**src/rtl/random_arbiter.sv**
```systemverilog
// random_arbiter: round-robin front end for one shared latched-counter random
// source. A requester wins, the source is fired, the returned value is checked
// for range and repetition (re-firing up to MAX_RETRY times), and the delivered
// value goes to the winner together with a one-cycle grant pulse.
//
// Handshake: req is a level held by a requester until it sees its gnt bit.
// gnt and rand_valid pulse together for exactly one cycle; rand_data is valid
// in that cycle and holds until the next delivery. A req still high in the
// cycle after its gnt counts as a fresh request.
module random_arbiter #(
    parameter int NUM_REQ   = 4,
    parameter int SIZE_BITS = 10,
    parameter int MIN_VAL   = 0,
    parameter int MAX_VAL   = 479,
    parameter int NO_REPEAT = 1,
    parameter int MAX_RETRY = 3
) (
    input  logic                 clk,
    input  logic                 resetN,
    input  logic [NUM_REQ-1:0]   req,
    input  logic [SIZE_BITS-1:0] src_dout,
    output logic                 src_rise,
    output logic [NUM_REQ-1:0]   gnt,
    output logic                 rand_valid,
    output logic [SIZE_BITS-1:0] rand_data,
    output logic                 busy,
    output logic [2:0]           state_dbg
);

    localparam int IDX_W = $clog2(NUM_REQ);
    localparam int SUM_W = IDX_W + 1;
    localparam int RTY_W = (MAX_RETRY < 1) ? 1 : $clog2(MAX_RETRY + 1);

    localparam logic [SIZE_BITS-1:0] MIN_V    = SIZE_BITS'(MIN_VAL);
    localparam logic [SIZE_BITS-1:0] MAX_V    = SIZE_BITS'(MAX_VAL);
    localparam logic [RTY_W-1:0]     RTY_LIM  = RTY_W'(MAX_RETRY);
    localparam logic [IDX_W-1:0]     LAST_IDX = IDX_W'(NUM_REQ - 1);
    localparam logic [SUM_W-1:0]     NUM_SUM  = SUM_W'(NUM_REQ);

    typedef enum logic [2:0] {
        S_IDLE  = 3'd0,
        S_FIRE  = 3'd1,
        S_WAIT  = 3'd2,
        S_CHECK = 3'd3,
        S_GRANT = 3'd4
    } state_t;

    state_t               state_q;
    logic [IDX_W-1:0]     win_q;
    logic [IDX_W-1:0]     rr_ptr_q;
    logic [RTY_W-1:0]     retry_cnt_q;
    logic [SIZE_BITS-1:0] cap_val_q;
    logic [SIZE_BITS-1:0] last_val_q;
    logic                 last_ok_q;
    logic                 src_rise_q;
    logic [NUM_REQ-1:0]   gnt_q;
    logic                 rand_valid_q;
    logic [SIZE_BITS-1:0] rand_data_q;
    logic                 busy_q;

    // Combinational helpers feeding the FSM.
    logic                 win_found_d;
    logic [IDX_W-1:0]     win_idx_d;
    logic [SUM_W-1:0]     scan_sum;
    logic [IDX_W-1:0]     scan_idx;
    logic                 out_low_d;
    logic                 out_high_d;
    logic                 repeat_d;
    logic                 bad_d;
    logic                 retry_ok_d;
    logic [SIZE_BITS-1:0] deliver_d;
    logic [NUM_REQ-1:0]   win_onehot_d;
    logic [IDX_W-1:0]     rr_next_d;

    // Round-robin scan: first set req bit at or after rr_ptr, wrapping.
    always_comb begin
        win_found_d = 1'b0;
        win_idx_d   = rr_ptr_q;
        scan_sum    = '0;
        scan_idx    = '0;
        for (int k = 0; k < NUM_REQ; k++) begin
            scan_sum = {1'b0, rr_ptr_q} + SUM_W'(k);
            if (scan_sum >= NUM_SUM) begin
                scan_sum = scan_sum - NUM_SUM;
            end
            scan_idx = scan_sum[IDX_W-1:0];
            if (!win_found_d && req[scan_idx]) begin
                win_found_d = 1'b1;
                win_idx_d   = scan_idx;
            end
        end
    end

    // A zero lower bound can never be undershot, so skip that compare entirely.
    generate
        if (MIN_VAL == 0) begin : g_low_zero
            assign out_low_d = 1'b0;
        end else begin : g_low_cmp
            assign out_low_d = (cap_val_q < MIN_V);
        end
    endgenerate

    assign out_high_d   = (cap_val_q > MAX_V);
    assign repeat_d     = (NO_REPEAT != 0) && last_ok_q && (cap_val_q == last_val_q);
    assign bad_d        = out_low_d || out_high_d || repeat_d;
    assign retry_ok_d   = (retry_cnt_q < RTY_LIM);
    assign deliver_d    = out_low_d  ? MIN_V :
                          out_high_d ? MAX_V : cap_val_q;
    assign win_onehot_d = {{(NUM_REQ-1){1'b0}}, 1'b1} << win_q;
    assign rr_next_d    = (win_q == LAST_IDX) ? '0 : win_q + 1'b1;

    // Sequencer: IDLE -> FIRE -> WAIT -> CHECK -> (FIRE on retry | GRANT) -> IDLE.
    // Every output is set on the transition into the state that owns it.
    always_ff @(posedge clk or negedge resetN) begin
        if (!resetN) begin
            state_q      <= S_IDLE;
            win_q        <= '0;
            rr_ptr_q     <= '0;
            retry_cnt_q  <= '0;
            cap_val_q    <= '0;
            last_val_q   <= '0;
            last_ok_q    <= 1'b0;
            src_rise_q   <= 1'b0;
            gnt_q        <= '0;
            rand_valid_q <= 1'b0;
            rand_data_q  <= MIN_V;
            busy_q       <= 1'b0;
        end else begin
            src_rise_q   <= 1'b0;
            gnt_q        <= '0;
            rand_valid_q <= 1'b0;
            case (state_q)
                S_IDLE: begin
                    if (win_found_d) begin
                        win_q       <= win_idx_d;
                        retry_cnt_q <= '0;
                        src_rise_q  <= 1'b1;
                        busy_q      <= 1'b1;
                        state_q     <= S_FIRE;
                    end
                end
                S_FIRE: begin
                    state_q <= S_WAIT;
                end
                S_WAIT: begin
                    cap_val_q <= src_dout;
                    state_q   <= S_CHECK;
                end
                S_CHECK: begin
                    if (bad_d && retry_ok_d) begin
                        retry_cnt_q <= retry_cnt_q + 1'b1;
                        src_rise_q  <= 1'b1;
                        state_q     <= S_FIRE;
                    end else begin
                        gnt_q        <= win_onehot_d;
                        rand_valid_q <= 1'b1;
                        rand_data_q  <= deliver_d;
                        last_val_q   <= deliver_d;
                        last_ok_q    <= 1'b1;
                        rr_ptr_q     <= rr_next_d;
                        state_q      <= S_GRANT;
                    end
                end
                S_GRANT: begin
                    busy_q  <= 1'b0;
                    state_q <= S_IDLE;
                end
                default: begin
                    busy_q  <= 1'b0;
                    state_q <= S_IDLE;
                end
            endcase
        end
    end

    assign src_rise   = src_rise_q;
    assign gnt        = gnt_q;
    assign rand_valid = rand_valid_q;
    assign rand_data  = rand_data_q;
    assign busy       = busy_q;
    assign state_dbg  = state_q;

endmodule

```
**config.mk**
```make
export PLATFORM = sky130hd
export DESIGN_NAME = random_arbiter
export DESIGN_NICKNAME = d
export VERILOG_FILES = /design/src/rtl/random_arbiter.sv
export SDC_FILE = /design/constraint.sdc
export NUM_CORES = 1
export LEC_CHECK = 0
export BUFFER_PORTS_ARGS = -buffer_cell sky130_fd_sc_hd__buf_2
export CORE_ASPECT_RATIO = 1.2
export CORE_MARGIN = 2
export CORE_UTILIZATION = 40
export CTS_CLUSTER_DIAMETER = 30
export DETAILED_ROUTE_END_ITERATION = 10
export GPL_ROUTABILITY_DRIVEN = 1
export PLACE_DENSITY = 0.72
export SKIP_CTS_REPAIR_TIMING = 1
export SLEW_MARGIN = 10
export SYNTH_ARGS = -nofsm -noshare
export SYNTH_HDL_FRONTEND = slang
export SYNTH_SLANG_ARGS = --single-unit
```
**constraint.sdc**
```tcl
create_clock -name clk -period 5.3 [get_ports clk]
set_clock_uncertainty 0.15 [all_clocks]
set_input_delay 0.795 -clock clk [delete_from_list [all_inputs] [get_ports clk]]
set_output_delay 0.795 -clock clk [all_outputs]
set_load 0.01 [all_outputs]
```
---- Word-level counts from Yosys, hierarchy flattened ----
Index checks and enable logic that the tools add are counted.
storage, ports and cells
  latch bits .............................. 0
  flip-flop bits (word level) ............. 37
  memories kept ........................... 0
  memory bits (read-only) ................. 0
  output and inout port bits .............. 20
  bits of input ports ..................... 16
  bits in writable memories ............... 0
operators by class
  reduce and logical (&&, ||, !) cells .... 16
  $lt $le $gt $ge ......................... 10
  equal/unequal tests ..................... 7
  bitwise logic cells ..................... 2
  mux-type cells .......................... 37
  multiply operators ...................... 0
  divide/modulo/power cells ............... 0
  $add $sub $neg .......................... 9
  shifts and indexed selects .............. 1
operator list
  cell                 count
  $mux 2               11
  $mux 1               13
  $lt 2x3->1 const B   4
  $pmux 3 s4           1
  $eq 10x10->1         1
  $gt 10x9->1 const B  1
  $mux 10              1
  $ge 3x3->1 const B   3
  $bmux 1 s2           4
  $mux 4               2
  $sub 2x1->2 const B  4
  $add 2x2->3 const B  2
  $eq 3x2->1 const B   2
  $mux 3               2
  $reduce_and 2->1     3
  $logic_and 1x1->1    5
  $add 2x1->2 const B  2
  $ne 2x2->1 const B   2
  $pmux 1 s2           2
  $pmux 2 s2           1
  $shl 1x2->4 const A  1
  $add 2x1->3 const B  1
  $eq 3x1->1 const B   1
  $ge 2x3->1 const B   1
  other kinds (9)      12

---- Depth between registers and ports, before layout ----
  depth after elaboration ................. 16
  depth in mapped cells ................... 8
  mapped depth without buffers ............ 6

---- Worst setup path before layout ----
No wires, ideal clock.
  path kind ............................... reg-to-reg
  from .................................... register retry_cnt_q[0]
  to ...................................... register rand_data_q[0], in the netlist rand_data[0]
  path buffers ............................ 2
  path slack .............................. 3.217 ns
  arrival time ............................ 1.812 ns
  required time ........................... 5.029 ns
  clock period less this slack ............ 2.083 ns
  cell stages (with the launch flop) ...... 9
  library setup time ...................... 0.121 ns
  cell sequence ........................... dfrtp_1 ha_1 nor4b_2 nor4b_2 nand3_2 and3_4 buf_6 buf_6 o22a_1
between the ends
  word-level cells in the longest chain between the ends .. 4
RTL lines
  item                               RTL line  text
  from (decl)                        51        logic [RTY_W-1:0] retry_cnt_q;
  from (signal assigned)             151       retry_cnt_q <= retry_cnt_q + 1'b1;
  $lt 2x2->1                         106       assign retry_ok_d = (retry_cnt_q < RTY_LIM);
  $logic_and 1x1->1                  150       if (bad_d && retry_ok_d) begin
  $not 1->1 (no source line)         --
  $reduce_and 2->1 (no source line)  --
  to (signal assigned)               157       rand_data_q <= deliver_d;
  to (decl)                          58        logic [SIZE_BITS-1:0] rand_data_q;
Every way passes these cells.
A chain may end at the register's enable or synchronous reset.

---- Worst setup path after layout ----
  from .................................... register retry_cnt_q[0]
  to ...................................... register rr_ptr_q[0]
between the ends
  word-level cells in the longest chain between the ends .. 4
RTL lines
  item                               RTL line  text
  $lt 2x2->1                         106
  $logic_and 1x1->1                  150
  $not 1->1 (no source line)         --
  $reduce_and 2->1 (no source line)  --
  to (signal assigned)               160       rr_ptr_q <= rr_next_d;
  to (decl)                          50        logic [IDX_W-1:0] rr_ptr_q;
Every way passes these cells.

==> run_results.csv <==
group,metric,value,unit
synth,synth.largest_area_cell,"dfrtp_1",
timing,tightest_slew,0.777,ns
die,dieArea,4840,um^2
clock_network,h-tree-depth,2,
global_route,grt_start_max_net_pins,38,
synth,synth-warning-count,0,
timing,hold_viol,0,
finish,antenna_cells,0,
drt,first_pass_iters,4,
finish,nets,202,
finish,area_growth,18.9,%
die,start_util,41.0,%
die,coreArea,4200,um^2
die,io_pins,36,
placement,place.detailed.hpwl,2210,um
drt,wl_per_cell,12.7,um
placement,gp_congestion,0.728,
timing,fin_tns_setup,0,ns
worst_setup_path,crit_path_frequent_cell,"nor4b_2",
die,die_w,63.8,um
worst_setup_path,critical_path_required,5.32,ns
timing,drv_slew,0,
worst_setup_path,worst-setup-path-type,"register to register",
clock_network,clock_latency,0.29,ns
global_route,grt_pass1_vias,1119,
timing,timing.final.crit_share,40.6,%
finish,drive_above_1_share,34.1,%
drt,viasPerCell,5.00,
drt,vias,1191,
min_path,hold_class,"register to register",
clock_network,cts.path.max_buffers,2,
timing,slew_headroom,48.2,%
finish,finish.utilization,48.7,%
pwr,p_total,1260,uW
global_route,grt_usage,14.1,%
timing,rsz0062_at_grt,"false",
global_route,antenna_found_initial,0,
synth,synthDistinctLibCells,38,
worst_setup_path,max_stage_delay,0.39,ns
timing,clock.fmax,465,MHz
synth,yosysSeqAreaShare,53.9,%
run_status,status,"finished, final reports clean",
synth,synth_edf_count,0,
drt,wirelength,3030,um
synth,synth_area,1720,um^2
finish,nFillCells,389,
synth,synthFlopType,"dfrtp_1",
synth,syn_nets,163,
clock_network,path_clk_slew,0.07,ns
placement,io_buffers,35,
drt,final_antenna_net_count,0,
synth,async_flop_share,100,%
clock_network,cts_root_buf,"clkbuf_8",
die,die_h,75.8,um
worst_setup_path,critPathMaxFanout,18,
worst_setup_path,crit_slowest_cell,"dfrtp_1",
synth,synth.ff_latch_count,37,
pwr,peakVddDrop,0.265,mV
worst_setup_path,path_buf_inv,0,
die,std_cell_rows,26,
timing,setup_viol,0,
synth,yosys-top-cells-area,"dfrtp_1, mux2_2, xor2_1, ha_1, o22a_1",
clock_network,clock_sinks,37,
worst_setup_path,crit_family,"simple AND/OR/NAND/NOR gates",
run,maxCapViolCount,0,
drt,first_iter_violations,28,
timing,period_minus_slack,2.15,ns
global_route,grt_pass1_wl,5110,um
worst_setup_path,cp-start-kind,"register",
synth,avgSynthCellArea,12.1,um^2
pwr,p_per_area,615,nW/um^2
clock_network,cts_tree,"yes",
synth,synth_most_common_cell,"dfrtp_1",
worst_setup_path,cp-end-kind,"register",
synth,synth_top_area_share,53.9,%
pwr,power_leakage,0.000946,uW
clock_network,numCtsBuffers,5,
worst_setup_path,crit_chain,"ha_1, nor4b_2, nor4b_2, nand3_2, and3_4, mux2_4",
drt,drc,0,
global_route,gr-total-overflow,0,
worst_setup_path,arrival,2.17,ns
synth,synthCells,142,
synth,synth_common_cells,"dfrtp_1, mux2_2, nor2_1, xor2_1, inv_1",
[final cells by class]
class / count / area [um^2] / share of cell area (%)
Multi-Input combinational cell: 94 / 737 / 36.1
Tap cell: 56 / 70.1 / 3.43
Inverter: 7 / 26.3 / 1.29
Sequential cell: 37 / 926 / 45.3
Clock inverter: 1 / 5.00 / 0.245
Timing Repair Buffer: 36 / 183 / 8.94
Clock buffer: 7 / 96.3 / 4.72
[worst register-to-register path, cell delays in order (launching register included)]
cell	delay (ns)
dfrtp_1	0.39
ha_1	0.23
nor4b_2	0.24
nor4b_2	0.26
nand3_2	0.17
and3_4	0.29
mux2_4	0.31
[layout by cell type (no fill, tap or decap), types with 2 or more instances in the layout]
cell type,instances
mux2_4,2
mux2i_1,2
a21oi_1,3
o21ai_0,4
dfrtp_1,37
a2bb2oi_1,3
inv_1,7
nand2_1,5
nor2_1,9
buf_2,35
ha_1,5
nor3b_1,4
nor2b_1,3
o22a_1,5
mux2_2,9
or2_2,3
clkbuf_8,7
nor4_1,5
xor2_1,9
and2_1,4
nor4b_2,2
[final timing paths]
kind	startpoint	cells past startpoint	end	slack (ns)
max reg2reg	retry_cnt_q[0]	6	rr_ptr_q[0]	3.15
min reg2reg	last_ok_q	1	last_ok_q	0.32
min	last_ok_q	1	last_ok_q	0.32
min in group asynchronous	resetN	1	rand_valid	0.43
max in group asynchronous	resetN	1	cap_val_q[8]	4.07
max	retry_cnt_q[0]	6	rr_ptr_q[0]	3.15
[state kept, by name, indices dropped and copies added (netlist names)]
name / cells
cap_val_q: 10
rand_data: 10
gnt: 4
state_dbg: 3
retry_cnt_q: 2
rr_ptr_q: 2
win_q: 2
busy: 1
last_ok_q: 1
rand_valid: 1
src_rise: 1
[report_power, final]
group	internal (uW)	total (uW)	switching [uW]
clock	117	210	92.4
sequential	409	534	126
combinational	270	513	243
[cells by family after synthesis]
group,share of synthesized area (%)
AND/OR/NAND/NOR,16.0
AO/OA/AOI/OAI,9.32
XOR/XNOR,5.09
flip-flops,53.9
adder cells (fa/ha/maj),3.64
multiplexers,8.81
buffers and inverters,3.28
[per-stage QoR]
stage / hold WS, ns / instances / cell area [um^2] / worst slack (ns)
floorplan: 0.280 / 142 / 1720 / 3.22
global placement: 0.308 / 230 / 1940 / 3.20
detailed placement: 0.307 / 230 / 1940 / 3.13
CTS: 0.329 / 238 / 2040 / 3.11
global route: 0.364 / 238 / 2040 / 3.01
finish: 0.324 / 238 / 2040 / 3.15
[layer usage]
| metal | vias to the layer above | track usage, % | wire (um) |
|---|---|---|---|
| met2 | 26 | 24.2 | 1510 |
| met5 | - | 0 | 0 |
| met3 | 5 | 4.58 | 142 |
| li1 | 589 | - | - |
| met1 | 571 | 15.7 | 1310 |
| met4 | 0 | 7.97 | 72 |
Note: power is estimated with default switching activity, not from simulation.
